**src/rtl/arb_pkg.sv**
```systemverilog
// ============================================================================
// Module  : arb_pkg
// Brief   : Shared state encoding, default sizes and the rotating first-set
//           search used by rr_decode_arbiter.
// Rev     : 1.0  initial release
// ============================================================================
`default_nettype none

package arb_pkg;

    typedef enum logic [0:0] {
        ARB_IDLE = 1'b0,
        ARB_BUSY = 1'b1
    } arb_state_e;

    localparam int c_arb_default_n        = 4;
    localparam int c_arb_default_max_hold = 8;
    localparam int c_arb_max_n            = 16;
    localparam int c_arb_idx_max_w        = 4;

    // Returns the first set request strictly after 'last', wrapping modulo n.
    // Returns 'last' unchanged when no request is set.
    function automatic logic [c_arb_idx_max_w-1:0] next_rr_idx(
        input logic [c_arb_max_n-1:0]     req,
        input logic [c_arb_idx_max_w-1:0] last,
        input logic [c_arb_idx_max_w:0]   n
    );
        logic [c_arb_idx_max_w-1:0] mask;
        logic [c_arb_idx_max_w-1:0] cand;
        logic [c_arb_idx_max_w-1:0] sel;
        logic                       found;
        mask  = c_arb_idx_max_w'(n - 1'b1);
        sel   = last;
        found = 1'b0;
        for (int k = 1; k <= c_arb_max_n; k++) begin
            cand = (last + c_arb_idx_max_w'(k)) & mask;
            if (!found && (k <= int'(n)) && req[cand]) begin
                sel   = cand;
                found = 1'b1;
            end
        end
        return sel;
    endfunction

endpackage

`default_nettype wire

```
**src/rtl/idx_decoder.sv**
```systemverilog
// ============================================================================
// Module  : idx_decoder
// Brief   : Combinational index-plus-enable to one-hot decoder.
// Rev     : 1.0  initial release
// ============================================================================
`default_nettype none

module idx_decoder #(
    parameter int N = 4,
    localparam int IDX_W = $clog2(N)
) (
    input  logic [IDX_W-1:0] i_idx,
    input  logic             i_en,
    output logic [N-1:0]     o_onehot
);

    for (genvar g = 0; g < N; g++) begin : g_dec
        assign o_onehot[g] = i_en & (i_idx == IDX_W'(g));
    end

endmodule

`default_nettype wire

```
**src/rtl/rr_decode_arbiter.sv**
```systemverilog
// ============================================================================
// Module  : rr_decode_arbiter
// Brief   : Round-robin arbiter with hold-until-release ownership and a
//           registered one-hot grant. Optional forced release after MAX_HOLD
//           cycles when ARB_TIMEOUT_EN is defined.
// Rev     : 1.0  initial release
// ============================================================================
`default_nettype none

module rr_decode_arbiter
    import arb_pkg::*;
#(
    parameter int N        = c_arb_default_n,
    parameter int MAX_HOLD = c_arb_default_max_hold,
    localparam int IDX_W   = $clog2(N)
) (
    input  logic             clk,
    input  logic             rst,
    input  logic [N-1:0]     req,
    output logic [N-1:0]     gnt,
    output logic [IDX_W-1:0] gnt_idx,
    output logic             gnt_valid,
    output logic             timeout
);

    localparam logic [0:0] c_st_idle = ARB_IDLE;
    localparam logic [0:0] c_st_busy = ARB_BUSY;

    if (N < 2 || N > c_arb_max_n || (N & (N - 1)) != 0 || MAX_HOLD < 2) begin : g_bad_params
        $error("rr_decode_arbiter: N must be a power of two in 2..16 and MAX_HOLD >= 2");
    end

    logic [0:0]       r_state;
    logic [IDX_W-1:0] r_last;
    logic [IDX_W-1:0] r_gnt_idx;
    logic             r_gnt_valid;
    logic [N-1:0]     r_gnt;

    logic [0:0]       w_nxt_state;
    logic [IDX_W-1:0] w_nxt_last;
    logic [IDX_W-1:0] w_nxt_idx;
    logic             w_nxt_valid;
    logic [N-1:0]     w_nxt_gnt;
    logic [IDX_W-1:0] w_search_idx;
    logic             w_owner_req;
    logic             w_hold_expired;

    assign w_owner_req  = req[r_gnt_idx];
    assign w_search_idx = IDX_W'(next_rr_idx(c_arb_max_n'(req),
                                             c_arb_idx_max_w'(r_last),
                                             (c_arb_idx_max_w + 1)'(N)));

    // Release (voluntary or forced) always wins over arbitration; the next
    // owner is chosen in the following IDLE cycle from the updated pointer.
    always_comb begin
        w_nxt_state = r_state;
        w_nxt_last  = r_last;
        w_nxt_idx   = r_gnt_idx;
        w_nxt_valid = r_gnt_valid;
        case (r_state)
            c_st_idle: begin
                if (|req) begin
                    w_nxt_idx   = w_search_idx;
                    w_nxt_valid = 1'b1;
                    w_nxt_state = c_st_busy;
                end
            end
            c_st_busy: begin
                if (!w_owner_req || w_hold_expired) begin
                    w_nxt_valid = 1'b0;
                    w_nxt_last  = r_gnt_idx;
                    w_nxt_state = c_st_idle;
                end
            end
            default: begin
                w_nxt_valid = 1'b0;
                w_nxt_state = c_st_idle;
            end
        endcase
    end

    idx_decoder #(
        .N(N)
    ) u_idx_decoder (
        .i_idx    (w_nxt_idx),
        .i_en     (w_nxt_valid),
        .o_onehot (w_nxt_gnt)
    );

    always_ff @(posedge clk) begin
        if (rst) begin
            r_state     <= c_st_idle;
            r_last      <= IDX_W'(N - 1);
            r_gnt_idx   <= '0;
            r_gnt_valid <= 1'b0;
            r_gnt       <= '0;
        end else begin
            r_state     <= w_nxt_state;
            r_last      <= w_nxt_last;
            r_gnt_idx   <= w_nxt_idx;
            r_gnt_valid <= w_nxt_valid;
            r_gnt       <= w_nxt_gnt;
        end
    end

`ifdef ARB_TIMEOUT_EN
    localparam int c_hold_w = $clog2(MAX_HOLD);

    logic [c_hold_w-1:0] r_hold_cnt;
    logic                r_timeout;
    logic                w_force;

    // Counter restarts on every new grant, so it reads k-1 in the k-th cycle.
    assign w_hold_expired = (r_hold_cnt == c_hold_w'(MAX_HOLD - 1));
    assign w_force        = (r_state == c_st_busy) && w_owner_req && w_hold_expired;

    always_ff @(posedge clk) begin
        if (rst) begin
            r_hold_cnt <= '0;
            r_timeout  <= 1'b0;
        end else begin
            r_timeout <= w_force;
            if ((r_state == c_st_busy) && (w_nxt_state == c_st_busy)) begin
                r_hold_cnt <= r_hold_cnt + 1'b1;
            end else begin
                r_hold_cnt <= '0;
            end
        end
    end

    assign timeout = r_timeout;
`else
    assign w_hold_expired = 1'b0;
    assign timeout        = 1'b0;
`endif

    assign gnt       = r_gnt;
    assign gnt_idx   = r_gnt_idx;
    assign gnt_valid = r_gnt_valid;

endmodule

`default_nettype wire

```
**config.mk**
```make
export PLATFORM = sky130hd
export DESIGN_NAME = rr_decode_arbiter
export DESIGN_NICKNAME = d
export VERILOG_FILES = /design/src/rtl/arb_pkg.sv /design/src/rtl/idx_decoder.sv /design/src/rtl/rr_decode_arbiter.sv
export SDC_FILE = /design/constraint.sdc
export NUM_CORES = 1
export LEC_CHECK = 0
export ABC_AREA = 1
export BUFFER_PORTS_ARGS = -buffer_cell sky130_fd_sc_hd__buf_2
export CORE_MARGIN = 2
export CORE_UTILIZATION = 52
export CTS_CLUSTER_DIAMETER = 200
export DETAILED_ROUTE_END_ITERATION = 12
export GPL_ROUTABILITY_DRIVEN = 1
export HOLD_SLACK_MARGIN = 0.12
export PLACE_DENSITY = 0.76
export SLEW_MARGIN = 20
export SYNTH_ARGS = -nofsm -noshare
export SYNTH_HDL_FRONTEND = slang
export SYNTH_SLANG_ARGS = --single-unit
```
**constraint.sdc**
```tcl
create_clock -name clk -period 1.8 [get_ports clk]
set_clock_uncertainty 0.1 [all_clocks]
set_input_delay 0.36 -clock clk [delete_from_list [all_inputs] [get_ports clk]]
set_output_delay 0.36 -clock clk [all_outputs]
set_load 0.02 [all_outputs]
```
Word-level counts from Yosys, hierarchy flattened
Cells that the tools add are included.
- bits in registers: 10
- output and inout bits: 8
- logic and storage cells: 57
- $add $sub $neg: 4
- magnitude comparators: 5
- equality and inequality tests: 3
- mux-type cells: 25
- bitwise gates (word level): 6
- reductions and logical operators: 9
- operators by type and width (cell ; count):
    $lt A2 B5 Y1 const B ; 4
    $mux W1 ; 12
    $mux W2 ; 6
    $bmux W1 S2 ; 5
    $add A2 B1 Y2 const B ; 2
    $add A2 B2 Y2 const B ; 2
    $and A1 B1 Y1 ; 4
    $eq A2 B2 Y1 const B ; 2
    $pmux W1 S2 ; 2
    $reduce_or A4 Y1 ; 1
    $logic_and A1 B1 Y1 ; 3
    $logic_not A1 Y1 ; 3
    $lt A2 B3 Y1 const B ; 1
    $eq A2 B1 Y1 const B ; 1
    $logic_not A2 Y1 ; 1
    $not A1 Y1 ; 2
    $reduce_and A2 Y1 ; 1

Logic depth before layout (Yosys ltp)
Gate-level depths: netlist of run 1.
- depth in word-level cells: 17
- gate-level depth with buffers: 13

Hierarchy
Synthesis of run 1 repeated with hierarchy kept, for this count alone.
- cell total of the unflattened synthesis: 121
- area total of the unflattened synthesis: 754.5 um2
- by module, submodules not included (module ; instances ; cells an instance ; area an instance (um2)):
    rr_decode_arbiter ; 1 ; 113 ; 724.4
    idx_decoder ; 1 ; 8 ; 30.0

Least setup slack after synthesis of run 1
Ideal clock, no wire load.
- kind: register to register
- start: register r_last[0]
- end: register r_gnt[1] (netlist: gnt[1])
- data arrival time: 1190 ps
- required time: 1587 ps
- path slack: 397 ps
- stages on the path, launching flop included: 14
- cells stage by stage: dfxtp_1 -> buf_6 -> inv_4 -> nand2_1 -> nand2_1 -> nand2_1 -> nand2_1 -> nand3_1 -> nand2_1 -> nand3_1 -> nand3_2 -> nand2_4 -> nand2_2 -> nor2_1
- longest elaborated chain between the ends: 17
- elaborated cells on any way between the ends: 29
- classes of those cells: 4 x add/sub; 1 x eq/ne; 17 x mux; 1 x bitwise; 6 x reduce/logical
- ends and longest elaborated chain (item ; line ; text):
    start, declared ; rr_decode_arbiter.sv:34 ; logic [IDX_W-1:0] r_last;
    start signal, assigned ; rr_decode_arbiter.sv:93 ; r_last <= IDX_W'(N - 1);
    start signal, assigned ; rr_decode_arbiter.sv:99 ; r_last <= w_nxt_last;
    $add A2 B1 Y2 ; arb_pkg.sv:36 ; cand = (last + c_arb_idx_max_w'(k)) & mask;
    $bmux W1 S2 ; arb_pkg.sv:37 ; if (!found && (k <= int'(n)) && req[cand]) begin
    $mux W1 (implied by the code) ; arb_pkg.sv:37 ;
    $mux W1 ; arb_pkg.sv:37 ;
    $logic_not A1 Y1 ; arb_pkg.sv:37 ;
    $logic_and A1 B1 Y1 ; arb_pkg.sv:37 ;
    $mux W1 ; arb_pkg.sv:37 ;
    $logic_not A1 Y1 ; arb_pkg.sv:37 ;
    $logic_and A1 B1 Y1 ; arb_pkg.sv:37 ;
    $mux W1 ; arb_pkg.sv:37 ;
    $logic_not A1 Y1 ; arb_pkg.sv:37 ;
    $logic_and A1 B1 Y1 ; arb_pkg.sv:37 ;
    $mux W2 (*) ; arb_pkg.sv:37 ;
    $mux W2 (*) ; rr_decode_arbiter.sv:62 ; if (|req) begin
    $mux W2 (*) ; rr_decode_arbiter.sv:60 ; case (r_state)
    $eq A2 B1 Y1 (*) ; idx_decoder.sv:18 ; assign o_onehot[g] = i_en & (i_idx == IDX_W'(g));
    $and A1 B1 Y1 (*) ; idx_decoder.sv:18 ;
    end signal, assigned ; rr_decode_arbiter.sv:102 ; r_gnt <= w_nxt_gnt;
    end, declared ; rr_decode_arbiter.sv:37 ; logic [N-1:0] r_gnt;
Every way passes the cells marked *; elsewhere a longest branch is shown, timed or not. The select of a mux whose other input is x is not followed.
A chain may end at the register's enable or synchronous reset.

Final worst setup path of run 1
- start: register r_last[1]
- end: register r_gnt[1] (netlist: gnt[1])
The elaborated chain is that of the path after synthesis.

==> metrics, run 1 <==
final worst path period share=87.9%; Fmax=between 600 and 700 MHz; H-tree level count=1; Synth Cell Area=714 um^2; core area=about 1300 um^2; Remaining DRCs=0; Synth cell types=21; Row Count=13; maxcap violations=0; ANT nets after route=0; die height=roughly 41 um; # diodes=0; min Tclk post-route=1.58 ns; initial antenna violation count=0; M2 GR Usage=between 30% and 40%; sequential fraction of the synthesis area=between 20% and 30%; flop2flop setup slack=roughly 0.22 ns; Syn Area/Cell=about 6.7 um^2; first-pass iteration count of the detailed router=4; final instance area=approximately 800 um^2; hold buffers post-CTS=0; Chip Width=between 40 and 50 um; CTS root buffer=clkbuf_4; Hold Vio Cnt, Final=0; dpl cells=around 130; Setup Viol. Count Final=0; worst-path maximum fanout=9; DP Wirelength=about 1100 um; RePlAce Congestion=around 0.8; Setup crit end kind=flop; first-pass GRT wire length=approximately 2300 um; synthesis-to-layout area growth=11.7%; area of placed instances=just under 800 um^2; PD cells=1520 nW/um^2; Register Area=201 um^2; Worst-path clk slew=approximately 0.06 ns; die area=about 1700 um^2; crit path DAT=approximately 1.7 ns; status=completed; via count=~660; yosys warns=0; worst min path class=in2reg; DRT iter0 DRCs=9; io pins=14; clock sinks=10; non-filler cells, final=approximately 130; grt total ovfl=0; critical path class=reg2reg; Fin Setup TNS=0 ns; drt via density=4.95; cts repair resizes=0; post-CTS setup buffers=0; Nets=about 130; RSZ-0062 raised after global routing=false; share of cells above drive strength 1=35.3%; Initial Util=55.6%; Port Buffers=12; maximum vdd drop=0.000725 V; hold endpoint=gnt_idx[0]; Worst R2R End=gnt[1]; GRT Util Overall=a little over a fifth; Wirelength per Cell=10.1 um; Leak=between 0.4 and 0.5 nW; GR Layer Usage met1=a little over a quarter; FILL cells=~130; TritonCTS buffer count=3; Worst R2R Start=r_last[1]; hold path startpoint=rst; CTS tree=built; cells after synthesis=106; Multi-input gate area=~440 um^2; largest net degree at the start of global routing=11; clk_lat worst skew=0.25 ns; Hold Path Depth=2; Crit path required time=around 1.9 ns; #FFs+latches synth=10; GRT busiest layer=met2; clock buffer depth=2; WL final=between 1000 and 1500 um; Reg2Reg Depth=12; vias in the first global route=approximately 590; met3 usage=~3.3%; Final Slew Violations=0; syn_nets=112; CP startpoint kind=flop
[flip-flops by register name, summed over array words and instances, names as in the netlist]
name and cells:
r_last 2, gnt 4, gnt_idx 2, r_state 1
gnt_valid 1
[cells in the mapped netlist, drive strengths merged]
cell	number	area share [%]
o21ai	3	2.1
buf	2	2.6
a21oi	7	6.0
nand4	2	1.8
inv	13	7.2
nand3	13	11
nand2	46	33
or2	1	0.88
o211ai	3	3.2
dfxtp	10	28
nor2	5	4.0
conb	1	0.52
[worst max path at each step]
stage	from	endpoint	slack [ns]	cells after the start
3_3_place_gp	r_last[0]	gnt[3]	0.18	10
5_1_grt	r_last[1]	gnt[0]	0.05	12
4_1_cts	r_last[0]	gnt[1]	0.14	12
2_1_floorplan	r_last[0]	gnt[1]	0.40	13
3_5_place_dp	r_last[0]	gnt[3]	0.16	10
6_report	r_last[1]	gnt[1]	0.22	12
[logic make-up after synthesis]
group                  share of synthesized area (%)
AO/OA/AOI/OAI                                   11.2
buffers and inverters                           9.81
flip-flops                                      28.0
other                                          0.525
AND/OR/NAND/NOR                                 50.4
[metal layers]
layer / up-vias / wire length, um
met5: - / 0
met4: 0 / 14
met3: 2 / 31
met2: 6 / 619
met1: 286 / 681
li1: 369 / -
[per-stage QoR]
step | power (mW) | utilization, % | hold WS, ns | worst slack [ns]
4_1_cts | 1.22 | 62.0 | 0.228 | 0.139
2_1_floorplan | 0.949 | - | 0.329 | 0.397
3_5_place_dp | 1.08 | 60.3 | 0.407 | 0.158
5_1_grt | 1.33 | 62.1 | 0.224 | 0.0452
6_report | 1.22 | 62.1 | 0.230 | 0.217
3_3_place_gp | 1.07 | 60.3 | 0.385 | 0.176
[where the power goes]
group          switching (mW)  leakage, nW  internal [mW]  total [mW]
Clock                  0.0680       0.0138         0.0768       0.145
Combinational           0.478        0.339          0.249       0.727
Sequential             0.0589       0.0823          0.286       0.345
[placed cells by master, fill, tap and decap left out]
master and n:
nand2_4 5, nand4_1 2, inv_2 3, a21oi_1 5
a21oi_2 2, inv_1 9, dfxtp_2 1, nor2_1 3
nand3_2 3, nand2_1 32, inv_4 1, dfxtp_1 9
clkbuf_4 3, nand3_1 10, or2_2 1, buf_2 12
conb_1 1, nand2_2 9, nor2_2 1, nor2_4 1
o211ai_1 3, o21ai_0 3
[layout make-up]
cell class	count	area share, %
multi-input cells	81	55.6
flip-flops and latches	10	25.2
repair buffers	12	7.52
inverters	13	6.43
clock buffers	3	2.82
well taps	15	2.35
[critical path: stages, from the launching register on]
cell	delay, ns
dfxtp_1	0.43
inv_2	0.13
nand2_2	0.10
nand2_4	0.06
nand2_1	0.07
nand2_2	0.09
a21oi_2	0.13
nand3_1	0.07
nand2_1	0.07
inv_2	0.04
nand2_4	0.07
nand2_2	0.05
nor2_1	0.08
(Power assumes the default switching activity.)
==> run 2, diff against run 1 <==
Settings changed: CORE_UTILIZATION 52 to 53, PLACE_DENSITY 0.76 to unset, PLACE_DENSITY_LB_ADDON set to 0.3, SYNTH_HIERARCHICAL set to 1.
==> metrics, run 2 <==
CP startpoint kind=flop; Setup Viol. Count Final=0 (unchanged); share of cells above drive strength 1=46.4% (+11 points); clock sinks=10 (unchanged); crit path DAT=1.86 ns (+0.19 ns); RSZ-0062 raised after global routing=true; Setup crit end kind=flop; cells after synthesis=121 (+14%); clock share of power=13.3% (+1.4 points); Internal=0.767 mW (+25%); Synth Cell Area=754 um^2 (+5.6%); GRT Util Overall=19.3% (-2.1 points); die area=1740 um^2 (+3.3%); count leader, synth=nand2_1; Hold Vio Cnt, Final=0 (unchanged); maximum vdd drop=0.000896 V (+24%); grt total ovfl=0 (unchanged); Row Count=13 (unchanged); largest net degree at the start of global routing=11 (unchanged); clk_lat worst skew=0.26 ns (about the same); cell accounting for the most synthesized area=dfxtp_1; FILL cells=99 (-23%); utilization after layout=76.3% (+14 points); first-pass GRT wire length=2650 um (+15%); post-synthesis mux area share=0% (unchanged); yosys warns=6 (+6); Fin Setup TNS=0 ns (unchanged); most common cell after layout, fill and taps aside=nand2_1; initial antenna violation count=0 (unchanged); min Tclk post-route=1.76 ns (+0.178 ns); Chip Width=41.7 um (+1.6%); post-synthesis compound-gate area fraction=10.4% (-0.76 points); DP Wirelength=1210 um (+8.2%); Synth top area share=26.5% (-1.5 points); dpl cells=149 (+14%); # diodes=0 (unchanged); first-pass iteration count of the detailed router=5 (+1); logic gate share of total power=63.8% (+4.1 points); min setup slack post-route=0.0389 ns (-0.178 ns); max reg flops=4 (unchanged); ANT nets after route=0 (unchanged); sequential fraction of the synthesis area=26.5% (-1.5 points); worst-path maximum fanout=5 (-4); CTS tree=built; Adder-Cell Fraction of Synth Area=0% (unchanged); most frequent cells in the layout=nand2_1, inv_1, nand2_2, nand2_4, buf_2; clock buffer depth=2 (unchanged); fraction of registers with async set/reset=0% (unchanged); sw frac=47.8% (-1.9 points); PD cells=1460 nW/um^2 (-4.0%); Synth top cells by count=nand2_1, inv_1, nand3_1, dfxtp_1, nor2_1; non-filler cells, final=155 (+16%); XOR/XNOR share of the synthesized area=0% (unchanged); Fmax=568 MHz (-10%); CTS root buffer=clkbuf_4; final worst path period share=97.8% (+9.9 points); worst min path class=in2reg; vias in the first global route=674 (+15%); drt via density=5.21 (+5.4%); Syn Area/Cell=6.24 um^2 (-7.5%); dpl ws=0.0306 ns (-0.127 ns); DRT iter0 DRCs=25 (+16); Post-synth EDFFs=0 (unchanged); H-tree level count=1 (unchanged); RePlAce Congestion=0.854 (+5.9%); #FFs+latches synth=10 (unchanged); hold buffers post-CTS=0 (unchanged); critical path class=reg2reg; Wirelength per Cell=10.7 um (+6.9%); P_sw=0.703 mW (+16%); Synth area leaders=dfxtp_1, nand2_1, inv_1; Port Buffers=12 (unchanged); Synth Area in Simple Gates=48.1% (-2.3 points); core area=1320 um^2 (+2.5%); power share of the sequential group=22.8% (-5.6 points); synthesis-to-layout area growth=33.2%; Fin Hold WS=0.252 ns (+0.0225 ns); io pins=14 (unchanged); Synth cell types=22 (+4.8%); Final Slew Violations=0 (unchanged); Initial Util=57.3% (+1.7 points); syn_nets=127 (+13%); WL final=1670 um (+24%); Worst-path clk slew=0.06 ns (about the same); Remaining DRCs=0 (unchanged); Leak=0.527 nW (+21%); status=completed; TritonCTS buffer count=3 (unchanged); maxcap violations=0 (unchanged); via count=808 (+22%); largest family of logic cells by synthesized area=simple AND/OR/NAND/NOR gates; top_reg_cell synth=dfxtp_1; die height=41.7 um (+1.6%); Crit path required time=1.90 ns (about the same); Nets=147 (+16%)
-- run 2: cell types whose count changed after synthesis, moves of 2 or more --
cell     delta
inv_1      +10
nand2_1     -2
nand4_1     -2
nor2_1      +7
-- run 2: worst paths after layout --
| kind | startpoint | to | slack [ns] | cells past startpoint |
|---|---|---|---|---|
| max | r_last[0] | gnt[0] | 0.04 | 15 |
| min reg2reg | gnt_valid | gnt_valid | 0.40 | 2 |
| max reg2reg | r_last[0] | gnt[0] | 0.04 | 15 |
| min | rst | gnt_idx[1] | 0.25 | 2 |
-- run 2: critical path: stages, from the launching register on --
cell and delay (ns):
dfxtp_4 0.37, buf_8 0.15, nand2_4 0.06, nand2_4 0.06, nand2_4 0.08, nand2_4 0.06, or2_0 0.21, nand3_2 0.08
nand2_2 0.05, nand2_2 0.08, nand2_2 0.06, inv_2 0.05, nand2_2 0.05, nor2_2 0.09, inv_1 0.04, nor2_1 0.10
-- run 2: cells by family (layout without fill, tap and decap cells) --
group	count (synthesis)	in the layout
buffers and inverters	26	45
AOI/OAI and AO/OA	13	13
other	1	1
and+or+nand+nor	71	71
DFF	10	10
-- run 2: power by group through the flow --
stage | logic [mW] | registers, mW | clock network, mW
global route | 1.04 | 0.342 | 0.209
CTS | 0.742 | 0.316 | 0.204
global placement | 0.723 | 0.319 | 0
finish | 0.938 | 0.336 | 0.196
detailed placement | 0.738 | 0.321 | 0
floorplan | 0.538 | 0.373 | 0
-- run 2: stage by stage --
step                      area [um^2]  total power [mW]
final                            1000              1.47
after global routing             1000              1.59
after CTS                         877              1.26
after detailed placement          841              1.06
after global placement            841              1.04
after floorplan                   754             0.911
-- run 2: layout make-up --
class                   instances  area, um^2  area share [%]
well taps                      15        18.8            1.87
flip-flops and latches         10         208            20.7
inverters                      23        93.8            9.34
clock buffers                   4        36.3            3.61
multi-input cells              85         536            53.3
repair buffers                 18         113            11.2
-- run 2: layer usage --
metal	global-route usage, %	vias up	wire, um
met4	12.3	0	53
li1	-	413	-
met2	32.2	30	791
met1	23.3	358	721
met5	0	-	0
met3	2.17	7	99
-- run 2: what timing repair did --
item	4_1_cts	5_1_grt
endpoints found under the setup margin	0	4
buffers inserted	0	1
resized for setup	0	36
==> run 3, diff against run 2 <==
Settings changed: CORE_UTILIZATION 53 to 48.
Clock period 1.8 ns to 1.6 ns, I/O delays scaled along.
==> metrics, run 3 (synthesis results as in run 2) <==
flop2flop setup slack=-0.14 ns (-0.18 ns); Setup Viol. Count Final=5 (+5); area of placed instances=910 um^2 (+8.2%); worst-path maximum fanout=6 (+1); CTS tree=built; Initial Util=50.7% (-6.6 points); final instance area=1010 um^2 (+0.25%); worst min path class=in2reg; Worst-path clk slew=0.06 ns (about the same); maxcap violations=0 (unchanged); max reg flops=4 (unchanged); hold buffers post-CTS=0 (unchanged); dpl ws=-0.142 ns (-0.173 ns); # diodes=0 (unchanged); io pins=14 (unchanged); CTS root buffer=clkbuf_4; min setup slack post-route=-0.140 ns (-0.178 ns); hold endpoint=gnt_idx[1]; FILL cells=128 (+29%); core area=1490 um^2 (+13%); H-tree level count=1 (unchanged); failing checks=negative setup slack; PnR Total Power=1.57 mW (+7.1%); Row Count=14 (+1); first-pass GRT wire length=2760 um (+4.2%); WL final=1770 um (+6.0%); initial antenna violation count=0 (unchanged); Remaining DRCs=0 (unchanged); CP startpoint kind=flop; Worst R2R Start=r_last[0]; status=complete, but fails checks; Nets=155 (+5.4%); via count=808 (unchanged); final worst path period share=109% (+11 points); clock sinks=10 (unchanged); largest net degree at the start of global routing=12 (+1); RePlAce Congestion=0.875 (+2.5%); DP Wirelength=1260 um (+4.2%); Hold Path Depth=2 (unchanged); maximum vdd drop=0.000963 V (+7.5%); Reg2Reg Depth=15 (unchanged); TritonCTS buffer count=3 (unchanged); min Tclk post-route=1.74 ns (-0.0215 ns); Leak=0.560 nW (+6.3%); critical path class=reg2reg; PD cells=1560 nW/um^2 (+6.8%); GRT Util Overall=19.5% (+0.15 points); die height=43.6 um (+4.6%); grt total ovfl=0 (unchanged); Fmax=575 MHz (+1.2%); Final Slew Violations=0 (unchanged); most frequent cells in the layout=nand2_1, inv_1, nand2_2, buf_2, buf_4; synthesis-to-layout area growth=33.5%; Wirelength per Cell=10.8 um (+0.80%); share of cells above drive strength 1=42.2% (-4.3 points); Setup crit end kind=flop; most common cell after layout, fill and taps aside=nand2_1; RSZ-0062 raised after global routing=true; crit path DAT=1.84 ns (-0.02 ns); clk_lat worst skew=0.26 ns (about the same); Chip Width=43.6 um (+4.6%); Fin Setup TNS=-0.443 ns (-0.443 ns); Register Area=208 um^2 (unchanged); vias in the first global route=715 (+6.1%); die area=1900 um^2 (+9.4%); Crit path required time=1.70 ns (-0.20 ns); Multi-input gate area=470 um^2 (-12%); Port Buffers=12 (unchanged); Worst R2R End=gnt[1]; Hold Vio Cnt, Final=0 (unchanged); DRT iter0 DRCs=25 (unchanged); drt via density=4.96 (-4.9%); hold path startpoint=rst; first-pass iteration count of the detailed router=4 (-1); ANT nets after route=0 (unchanged); clock buffer depth=2 (unchanged); Fin Hold WS=0.245 ns (-0.00734 ns)
[run 3: cell count changes in the layout (fill, tap and decap cells not counted), sizes merged]
cell  delta
buf      +7
[run 3: worst max path at each step]
stage              to  slack [ns]  cells past startpoint      start
2_1_floorplan  gnt[0]        0.03                     15  r_last[0]
3_3_place_gp   gnt[1]       -0.11                     12     req[0]
3_5_place_dp   gnt[0]       -0.14                     11     req[1]
4_1_cts        gnt[0]       -0.10                     15  r_last[0]
5_1_grt        gnt[0]       -0.24                     15  r_last[0]
6_report       gnt[1]       -0.14                     15  r_last[0]
[run 3: worst max-delay path, cell delays in order, from the launching register on]
cell     delay, ns
dfxtp_4       0.37
buf_12        0.13
nand2_2       0.07
nand2_4       0.07
nand2_4       0.08
nand2_4       0.06
or2_0         0.19
nand3_1       0.08
nand2_1       0.07
nand2_2       0.08
nand2_2       0.06
inv_1         0.06
nand2_1       0.06
nor2_1        0.10
inv_1         0.05
nor2_1        0.07
[run 3: what timing repair did]
action,4_1_cts,5_1_grt
endpoints found under the setup margin,4,6
resized for setup,4,9
cloned,0,1
pin swaps,1,3
buffers inserted,0,2
[run 3: metal layers]
| metal | vias to the layer above | share of wire, % | routed length [um] | global-route usage (%) |
|---|---|---|---|---|
| li1 | 424 | - | - | - |
| met1 | 368 | 44 | 785 | 23.0 |
| met2 | 14 | 52 | 924 | 33.5 |
| met3 | 2 | 2.6 | 46 | 1.67 |
| met4 | 0 | 0.51 | 9 | 12.1 |
| met5 | - | 0 | 0 | 0 |
[run 3: layout make-up]
class,count,share of cell area (%)
Tap cell,16,1.99
Sequential cell,10,20.6
Timing Repair Buffer,26,19.4
Clock buffer,3,2.24
Inverter,23,9.07
Multi-Input combinational cell,85,46.7
[run 3: through the flow]
| stage | util, % | std cells |
|---|---|---|
| 2_1_floorplan | - | 121 |
| 4_1_cts | 63.3 | 160 |
| 3_5_place_dp | 61.1 | 157 |
| 5_1_grt | 67.6 | 163 |
| 6_report | 67.6 | 163 |
| 3_3_place_gp | 61.1 | 157 |
[run 3: power breakdown]
| group | internal (mW) | switching [mW] | leakage (nW) | total, mW |
|---|---|---|---|---|
| registers | 0.321 | 0.0542 | 0.0827 | 0.375 |
| logic | 0.444 | 0.590 | 0.463 | 1.03 |
| clock network | 0.0866 | 0.0789 | 0.0138 | 0.166 |
